==> src/rtl/pipe_stage_skid.sv <==
// Pipeline stage register with valid/ready handshake and a 2-entry skid buffer.
// Control is masked when the output is not valid; flush squashes held entries.
module pipe_stage_skid #(
    parameter int CTRL_W     = 16,
    parameter int DATA_W     = 128,
    parameter bit CLEAR_DATA = 1'b1
) (
    input  logic              clk,
    input  logic              reset_n,
    input  logic              flush,
    input  logic              in_valid,
    output logic              in_ready,
    input  logic [CTRL_W-1:0] in_ctrl,
    input  logic [DATA_W-1:0] in_data,
    output logic              out_valid,
    input  logic              out_ready,
    output logic [CTRL_W-1:0] out_ctrl,
    output logic [DATA_W-1:0] out_data,
    output logic [1:0]        count
);

    logic              main_v;
    logic              skid_v;
    logic [CTRL_W-1:0] main_ctrl;
    logic [CTRL_W-1:0] skid_ctrl;
    logic [DATA_W-1:0] main_data;
    logic [DATA_W-1:0] skid_data;
    logic              accept;
    logic              pop;

    assign in_ready  = ~skid_v;
    assign accept    = in_valid & ~skid_v;
    assign pop       = main_v & out_ready;
    assign out_valid = main_v;
    assign out_data  = main_data;
    assign out_ctrl  = main_v ? main_ctrl : '0;
    assign count     = {1'b0, main_v} + {1'b0, skid_v};

    always_ff @(posedge clk or negedge reset_n) begin
        if (!reset_n) begin
            main_v    <= 1'b0;
            skid_v    <= 1'b0;
            main_ctrl <= '0;
            skid_ctrl <= '0;
            main_data <= '0;
            skid_data <= '0;
        end else if (flush) begin
            main_v <= 1'b0;
            skid_v <= 1'b0;
            if (CLEAR_DATA) begin
                main_ctrl <= '0;
                skid_ctrl <= '0;
                main_data <= '0;
                skid_data <= '0;
            end
        end else begin
            unique case (1'b1)
                skid_v: begin
                    // full: input is blocked, a pop promotes the skid entry
                    if (pop) begin
                        main_ctrl <= skid_ctrl;
                        main_data <= skid_data;
                        skid_v    <= 1'b0;
                    end
                end
                main_v & ~skid_v: begin
                    if (accept && pop) begin
                        main_ctrl <= in_ctrl;
                        main_data <= in_data;
                    end else if (accept) begin
                        skid_ctrl <= in_ctrl;
                        skid_data <= in_data;
                        skid_v    <= 1'b1;
                    end else if (pop) begin
                        main_v <= 1'b0;
                    end
                end
                ~main_v: begin
                    if (accept) begin
                        main_ctrl <= in_ctrl;
                        main_data <= in_data;
                        main_v    <= 1'b1;
                    end
                end
                default: ;
            endcase
        end
    end

endmodule

==> config.mk <==
export PLATFORM = sky130hd
export DESIGN_NAME = pipe_stage_skid
export DESIGN_NICKNAME = d
export VERILOG_FILES = /design/src/rtl/pipe_stage_skid.sv
export SDC_FILE = /design/constraint.sdc
export NUM_CORES = 1
export LEC_CHECK = 0
export CAP_MARGIN = 0
export CORE_ASPECT_RATIO = 1.4
export CORE_UTILIZATION = 35
export CTS_BUF_LIST = sky130_fd_sc_hd__clkbuf_4 sky130_fd_sc_hd__clkbuf_8
export DETAILED_ROUTE_END_ITERATION = 8
export GPL_TIMING_DRIVEN = 0
export SLEW_MARGIN = 0
export SYNTH_ARGS = -nofsm -noshare
export SYNTH_HDL_FRONTEND = slang
export SYNTH_SLANG_ARGS = --single-unit
==> constraint.sdc <==
create_clock -name clk -period 2.1 [get_ports clk]
set_input_delay 0.21 -clock clk [delete_from_list [all_inputs] [get_ports clk]]
set_output_delay 0.21 -clock clk [all_outputs]
set_load 0.1 [all_outputs]
# ---- Yosys cells after proc, flatten, opt, wreduce, memory -nomap -nowiden
# Cells that the tools add are included.
dict set report totals {
  elab_cells 57
  out_inout_bits 148
  ff_bits 290
  in_bits 149
}
dict set report classes {
  addsub 1
  eq_ne 7
  n_mux 30
  n_reduce_logical 8
  bitwise_logic 5
}
# cell n
set op_table {}
lappend op_table {{2-to-1 mux 128 bit} 8}
lappend op_table {{case mux 128 bit (3 select lines)} 1}
lappend op_table {{2-to-1 mux 16 bit} 9}
lappend op_table {{case mux 16 bit (3 select lines)} 1}
lappend op_table {{2-to-1 mux 1 bit} 9}
lappend op_table {{!= test 3 bit (second input constant)} 3}
lappend op_table {{AND reduction 4 bit} 2}
lappend op_table {{!= test 3 x 2 -> 1 bit (second input constant)} 2}
lappend op_table {{!= test 4 bit (second input constant)} 1}
lappend op_table {{case mux 1 bit (2 select lines)} 2}
lappend op_table {{nonzero test 2 bit} 2}
lappend op_table {{nonzero test 4 bit} 1}
lappend op_table {{AND 1 bit} 3}
lappend op_table {{AND reduction 3 bit} 1}
lappend op_table {{nonzero test 3 bit} 1}
lappend op_table {{adder 1 x 1 -> 2 bit} 1}
lappend op_table {{!= test 2 bit (second input constant)} 1}
lappend op_table {{inverter 1 bit} 2}
lappend op_table {{logical AND 1 bit} 1}

# ---- Longest topological paths before layout
# Gate-level depths: netlist of the first run.
dict set report logic_depth {
  depth_word 6
  mapped_depth 8
  depth_no_buf 5
}

# ---- Least setup slack after synthesis of the first run
# No wires, ideal clock.
dict set report synth_path {
  kind {register -> register}
  startpoint {register main_v, in the netlist out_valid}
  endpoint {register main_data[38], in the netlist out_data[38]}
  required_time_ps 1972
  path_slack_ps -1563
  path_stages_with_launch 8
  setup_time_ps 128
  period_less_slack_ps 3663
  n_path_buf 3
  arrival_time_ps 3536
  cell_sequence {dfrtp_1 > ha_1 > buf_2 > nor2_1 > a311oi_2 > buf_2 > buf_4 > mux2_1}
}
dict set report synth_via {
  elab_chain_cells 4
  elab_cells_between_ends 11
  classes_between {eq/ne: 3; mux: 2; bitwise: 3; reduce/logical: 3}
}
# element line
set synth_lines {}
lappend synth_lines {{from (decl)} 22} ;# logic main_v;
lappend synth_lines {{from (signal assigned)} 41} ;# main_v <= 1'b0;
lappend synth_lines {{from (signal assigned)} 48} ;# main_v <= 1'b0;
lappend synth_lines {{from (signal assigned)} 75} ;# main_v <= 1'b0;
lappend synth_lines {{AND 1 bit} 33} ;# assign pop = main_v & out_ready;
lappend synth_lines {{logical AND 1 bit} 67} ;# if (accept && pop) begin
lappend synth_lines {{!= test 3 x 2 -> 1 bit (no source line)} --}
lappend synth_lines {{AND reduction 4 bit (no source line)} --}
lappend synth_lines {{to (signal assigned)} 62} ;# main_data <= skid_data;
lappend synth_lines {{to (signal assigned)} 69} ;# main_data <= in_data;
lappend synth_lines {{to (signal assigned)} 81} ;# main_data <= in_data;
lappend synth_lines {{to (decl)} 26} ;# logic [DATA_W-1:0] main_data;
# Several ways; a longest one is shown, not always the timed one.
# A chain may end at the register's enable or synchronous reset.

# ---- Worst setup path after layout of the first run
dict set report layout_path {
  startpoint {register main_v, in the netlist out_valid}
  endpoint {register main_data[8], in the netlist out_data[8]}
}
# The elaborated chain is that of the path after synthesis.

==> impl_metrics.py, run 1 <==
metrics = {
    "power_and_ir_drop": {
        "power_frac_clock_pct": 34.1,
        "pwr-share-comb_pct": 29.2,
        "power.density_nw_per_um2": 796,
        "switchingPower_mw": 5.78,
        "seqPwrFrac_pct": 36.7,
        "p_total_mw": 16.7,
        "vdd_ir_drop_max_mv": 0.451,
        "p_leak_nw": 9.34,
        "internal-power_mw": 10.9,
        "swShare_pct": 34.6,
    },
    "floorplanning": {
        "core_area_sq_um": 41400,
        "row_count": 88,
        "io_pins": 297,
        "chipHeight_um": 245,
        "die_w_um": 176,
        "start_util_pct": 35.7,
        "fp.dieArea_sq_um": 43000,
    },
    "setup_path": {
        "ff2ff_setup_slack_ps": -250,
        "reg2reg_from": "out_valid$_DFFE_PN0P_",
        "cp.required_ps": 2580,
        "crit_end": "out_data[8]$_DFFE_PN0P_",
        "crit_start": "out_valid$_DFFE_PN0P_",
        "worst_setup_path_start_kind": "flip-flop",
        "worst_r2r_path_depth": 11,
        "cp.arrival_ps": 2830,
        "r2r-end": "out_data[8]$_DFFE_PN0P_",
        "crit_fanout": 5,
        "worstSetupPathType": "reg -> reg",
        "worstSetupEndpointType": "flip-flop",
    },
    "yosys": {
        "syn-instance-count": 1479,
        "synth_seq_cells": 290,
        "synth_warnings": 0,
        "synth_area_sq_um": 14800,
        "synth_cell_types": 25,
        "avgSynthCellArea_sq_um": 9.99,
        "synth_sequential_area_ratio_pct": 49.1,
        "syn_nets": 1632,
    },
    "sta": {
        "hold_viol": 0,
        "worst_slack_ps": -250,
        "rsz0062_at_grt": "yes",
        "finalMaxSlewViolations": 0,
        "slew_headroom_pct": 24.8,
        "finClkSkew_ps": 22.2,
        "period_share_pct": 112,
        "setup_viol": 145,
        "fmax_mhz": 426,
        "setup_tns_ps": -19020,
        "worst_pin_slew_ps": 1130,
        "post-route-min-period_ps": 2350,
    },
    "hold_path": {
        "min_path_type": "in -> async",
    },
    "routing": {
        "vias": 12519,
        "via_per_inst": 5.11,
        "wirelength_um": 47600,
        "drc_errors": 0,
        "post_drt_wl_per_cell_um": 19.4,
        "drtPass1Iterations": 5,
        "drt_iter0_markers": 675,
        "final_antenna_net_count": 0,
    },
    "placement": {
        "dp_hpwl_um": 32200,
        "placed_area_sq_um": 18600,
        "gp_congestion": 0.783,
        "dp_slack_ps": -999,
        "numPortBuffers": 295,
    },
    "finish": {
        "area_delta_synth_final_pct": 42.2,
        "fin_area_sq_um": 21000,
        "mostFrequentLayoutCells": "dfrtp_1, clkdlybuf4s50_1, a21oi_1, nor2_1, nor2b_1",
        "nNetsFinal": 2019,
        "drive_gt1_share_pct": 20.8,
        "final_common_cell": "dfrtp_1",
    },
    "global_route": {
        "grt.total_usage_pct": 22.0,
        "grt_pass1_vias": 13298,
        "antenna_found_initial": 7,
        "grt_max_degree": 112,
        "grt_pass1_wl_um": 74200,
        "grt_overflow": 0,
    },
    "clocking": {
        "clkSinkCount": 290,
        "cts_root_buf": "clkbuf_8",
        "cts_tree": "built",
        "path_clk_slew_ps": 60,
        "htreeDepth": 2,
        "worstSkewPairLatency_ps": 600,
        "cts_buffers": 49,
        "clockBufferDepth": 3,
    },
    "outcome": {
        "status": "complete, but fails checks",
        "violations": "negative setup slack",
    },
    "job": {
        "maxCapViolCount": 0,
    },
}
[state kept, by name, summed over array words and instances, names as in the netlist]
signal,count
out_data,128
skid_data,128
main_ctrl,16
skid_ctrl,16
out_valid,1
skid_v,1
[layer usage]
metal	GRT usage [%]	routed length [um]	up-vias
met5	0	26	-
met3	4.21	2230	97
met4	9.85	1680	4
met2	39.3	24900	323
li1	-	-	5904
met1	25.4	18800	6191
[synth_stat cells, drive strengths merged]
cell type / instances / share of area, %
mux2: 144 / 11
a311oi: 1 / 0.10
nand3b: 1 / 0.051
and3b: 1 / 0.059
and2: 17 / 0.72
nand2: 1 / 0.025
dfrtp: 290 / 49
mux2i: 144 / 9.8
clkbuf: 106 / 2.7
a21oi: 145 / 4.9
ha: 4 / 0.34
a21bo: 1 / 0.068
nand3: 144 / 4.9
nor4: 1 / 0.042
nor2: 146 / 3.7
buf: 37 / 1.2
o21ai: 145 / 4.9
a211oi: 1 / 0.051
nor2b: 145 / 6.1
nor4b: 1 / 0.059
and4b: 1 / 0.068
inv: 3 / 0.076
[per-stage QoR]
stage / util [%] / hold WS [ps] / cells
6_report: 50.7 / 163 / 2449
5_1_grt: 50.7 / 163 / 2449
4_1_cts: 50.6 / 144 / 2446
3_5_place_dp: 44.8 / 228 / 2316
3_3_place_gp: 44.7 / 526 / 2314
2_1_floorplan: - / -85.6 / 1479
[power by group through the flow]
stage | sequential [mW] | clock, mW | combinational, mW
2_1_floorplan | 7.88 | 0 | 1.27
3_3_place_gp | 6.25 | 0 | 4.28
3_5_place_dp | 6.25 | 0 | 4.32
4_1_cts | 6.14 | 5.88 | 4.97
5_1_grt | 6.18 | 6.11 | 5.12
6_report | 6.14 | 5.70 | 4.88
[what timing repair did]
action / 4_1_cts / 5_1_grt
setup endpoints to repair: 437 / 300
pin swaps: 1 / 2
setup buffers: 32 / 11
gates resized for setup: 473 / 101
hold buffers: 1 / 0
hold endpoints to repair: 75 / 0
gates cloned: 12 / 3
[cell type report]
cell class,instances,area [sq um]
Sequential cell,290,7260
Fill cell,3906,20400
Inverter,3,17.5
Timing Repair Buffer,347,3740
Buffer,132,764
Multi-Input combinational cell,1043,7420
Clock inverter,9,100
Clock buffer,80,1010
Antenna cell,5,12.5
Tap cell,540,676
[worst min-delay path by stage]
stage / from / endpoint / slack [ps] / cells after the start
after floorplan: reset_n / main_ctrl[0]$_DFFE_PN0P_ / -90 / 0
after global placement: skid_data[21]$_DFFE_PN0P_ / skid_data[21]$_DFFE_PN0P_ / 530 / 2
after detailed placement: reset_n / skid_data[112]$_DFFE_PN0P_ / 230 / 1
after CTS: in_data[91] / skid_data[91]$_DFFE_PN0P_ / 140 / 3
after global routing: in_data[91] / skid_data[91]$_DFFE_PN0P_ / 160 / 3
final: reset_n / skid_data[112]$_DFFE_PN0P_ / 160 / 2
[kinds of logic after synthesis]
kind of cell / after synthesis / synth area share (%)
buf+inv: 146 / 4.01
mux: 288 / 20.7
flops: 290 / 49.1
simple gates: 458 / 15.8
compound gates: 293 / 10.0
fa+ha+maj: 4 / 0.339
[worst max-delay path: stages, from the launching register on]
cell,delay (ps)
dfrtp_4,500
buf_12,140
ha_4,160
buf_6,110
nor4b_4,310
a311oi_4,70
buf_12,150
buf_12,120
buf_12,130
buf_12,130
buf_12,130
mux2_4,290
Power figures use the tool's default switching activity.
==> run 2: changes to the inputs <==
--- a/config.mk
+++ b/config.mk
@@ -10,7 +10,6 @@
 export CORE_UTILIZATION = 35
 export CTS_BUF_LIST = sky130_fd_sc_hd__clkbuf_4 sky130_fd_sc_hd__clkbuf_8
 export DETAILED_ROUTE_END_ITERATION = 8
-export GPL_TIMING_DRIVEN = 0
 export SLEW_MARGIN = 0
 export SYNTH_ARGS = -nofsm -noshare
 export SYNTH_HDL_FRONTEND = slang
==> impl_metrics.py, run 2 (synthesis gave the netlist of run 1 again) <==
metrics = {
    "placement": {
        "placed_area_sq_um": 18700,
        "numPortBuffers": 296,
        "gp_congestion": 0.764,
        "dp.cells": 2233,
        "dp_hpwl_um": 27400,
        "dp_slack_ps": -136,
    },
    "finish": {
        "fillers": 3913,
        "area_delta_synth_final_pct": 35.6,
        "nNetsFinal": 1911,
        "fin_cells": 2340,
        "final_common_cell": "dfrtp_1",
        "drive_gt1_share_pct": 23.6,
        "final_core_util_pct": 48.4,
        "mostFrequentLayoutCells": "dfrtp_1, buf_4, clkdlybuf4s50_1",
        "fin_area_sq_um": 20000,
    },
    "setup_path": {
        "ff2ff_setup_slack_ps": -40,
        "slowest_delay_ps": 420,
        "worst_setup_path_start_kind": "flip-flop",
        "r2r-end": "out_data[33]$_DFFE_PN0P_",
        "cp.required_ps": 2560,
        "crit_chain": "clkinvlp_4 > ha_4 > a21bo_1 > a311oi_4 > buf_4 > buf_12 > buf_16 > mux2_2",
        "cp.arrival_ps": 2600,
        "worstSetupPathType": "reg -> reg",
        "worst_r2r_path_depth": 8,
        "critPathTopFamily": "buffers and inverters",
        "critical_path_buf_inv_count": 4,
        "worstSetupEndpointType": "flip-flop",
        "reg2reg_from": "skid_v$_DFF_PN0_",
        "crit_start": "skid_v$_DFF_PN0_",
        "crit_fanout": 27,
        "slowest_stage": "dfrtp_2",
    },
    "sta": {
        "rsz0062_at_grt": "yes",
        "hold_viol": 0,
        "worst_slack_ps": -35.8,
        "finClkSkew_ps": 28.0,
        "worst_pin_slew_ps": 512,
        "post-route-min-period_ps": 2140,
        "fmax_mhz": 468,
        "period_share_pct": 102,
        "slew_headroom_pct": 65.9,
        "setup_viol": 52,
        "finalMaxSlewViolations": 0,
        "hold_ws_ps": 54.5,
    },
    "power_and_ir_drop": {
        "power.density_nw_per_um2": 801,
        "pwr-share-comb_pct": 28.0,
        "internal-power_mw": 10.4,
        "vdd_ir_drop_max_mv": 0.472,
        "swShare_pct": 34.9,
        "p_leak_nw": 8.62,
        "power_frac_clock_pct": 33.6,
        "seqPwrFrac_pct": 38.4,
        "switchingPower_mw": 5.59,
    },
    "hold_path": {
        "min_path_type": "in -> async",
    },
    "floorplanning": {
        "io_pins": 297,
        "die_w_um": 176,
        "chipHeight_um": 245,
        "start_util_pct": 35.7,
        "fp.dieArea_sq_um": 43000,
        "core_area_sq_um": 41400,
        "row_count": 88,
    },
    "clocking": {
        "clkSinkCount": 290,
        "cts_root_buf": "clkbuf_8",
        "worstSkewPairLatency_ps": 600,
        "cts_tree": "built",
        "path_clk_slew_ps": 70,
        "clockBufferDepth": 3,
        "cts_buffers": 49,
        "htreeDepth": 2,
    },
    "global_route": {
        "grt_max_degree": 78,
        "grt_pass1_wl_um": 67600,
        "grt_overflow": 0,
        "antenna_found_initial": 7,
        "grt.total_usage_pct": 19.8,
        "grt_pass1_vias": 12020,
    },
    "routing": {
        "wirelength_um": 43700,
        "final_antenna_net_count": 0,
        "drc_errors": 0,
        "vias": 12081,
        "drtPass1Iterations": 6,
        "drt_iter0_markers": 825,
        "via_per_inst": 5.16,
        "post_drt_wl_per_cell_um": 18.7,
    },
    "outcome": {
        "status": "complete, but fails checks",
        "violations": "negative setup slack",
    },
    "job": {
        "maxCapViolCount": 0,
    },
}
run 2: cell count changes in the layout (fill, tap and decap cells not counted), sizes merged:
| cell | previous run | this run |
|---|---|---|
| dlygate4sd2 | 110 | 0 |
| clkinv | 5 | 7 |
| clkbuf | 190 | 82 |
| buf | 95 | 219 |
| clkdlybuf4s15 | 17 | 0 |
| diode | 5 | 7 |
| bufinv | 2 | 1 |
| clkinvlp | 3 | 2 |
run 2: worst register-to-register path, stage by stage (launching register included):
cell,delay [ps]
dfrtp_2,420
clkinvlp_4,90
ha_4,140
a21bo_1,220
a311oi_4,270
buf_4,170
buf_12,140
buf_16,190
mux2_2,380
run 2: cell type report:
cell class | instances | area, sq um | share of cell area, %
flip-flops and latches | 290 | 7260 | 36.3
well taps | 540 | 676 | 3.37
repair buffers | 371 | 3950 | 19.7
inverters | 3 | 15.0 | 0.0750
clock inverters | 9 | 72.6 | 0.362
multi-input cells | 1043 | 7070 | 35.3
clock buffers | 77 | 966 | 4.82
diodes | 7 | 17.5 | 0.0875
run 2: worst max path at each step:
| stage | cells after the start | slack, ps | to |
|---|---|---|---|
| after floorplan | 7 | -380 | out_data[38]$_DFFE_PN0P_ |
| after global placement | 6 | -100 | out_data[21]$_DFFE_PN0P_ |
| after detailed placement | 6 | -140 | out_data[40]$_DFFE_PN0P_ |
| after CTS | 7 | -30 | out_data[33]$_DFFE_PN0P_ |
| after global routing | 8 | -80 | out_data[48]$_DFFE_PN0P_ |
| final | 8 | -40 | out_data[33]$_DFFE_PN0P_ |
run 2: repair_timing:
item,in CTS,in global routing
endpoints found under the hold margin,290,0
hold buffers,1,0
buffers inserted,1,7
gates resized for setup,3,30
pin swaps,1,0
setup endpoints to repair,115,144
gates cloned,0,5
run 2: routing by layer:
metal / GRT usage [%] / share of wire (%) / up-vias
li1: - / - / 5668
met1: 24.2 / 41 / 6022
met2: 33.4 / 51 / 311
met3: 3.55 / 4.8 / 80
met4: 9.26 / 3.1 / 0
met5: 0 / 0 / -
run 2: power groups by stage:
stage	registers, mW	logic (mW)	clock network, mW
after floorplan	7.88	1.27	0
after global placement	6.26	4.32	0
after detailed placement	6.26	4.36	0
after CTS	6.17	4.38	5.56
after global routing	6.20	4.71	5.78
final	6.16	4.49	5.38
run 2: stage by stage:
step / setup TNS, ps / total power, mW
CTS: -284 / 16.1
finish: -604 / 16.0
detailed placement: -14040 / 10.6
global route: -6130 / 16.7
global placement: -9130 / 10.6
floorplan: -74090 / 9.15
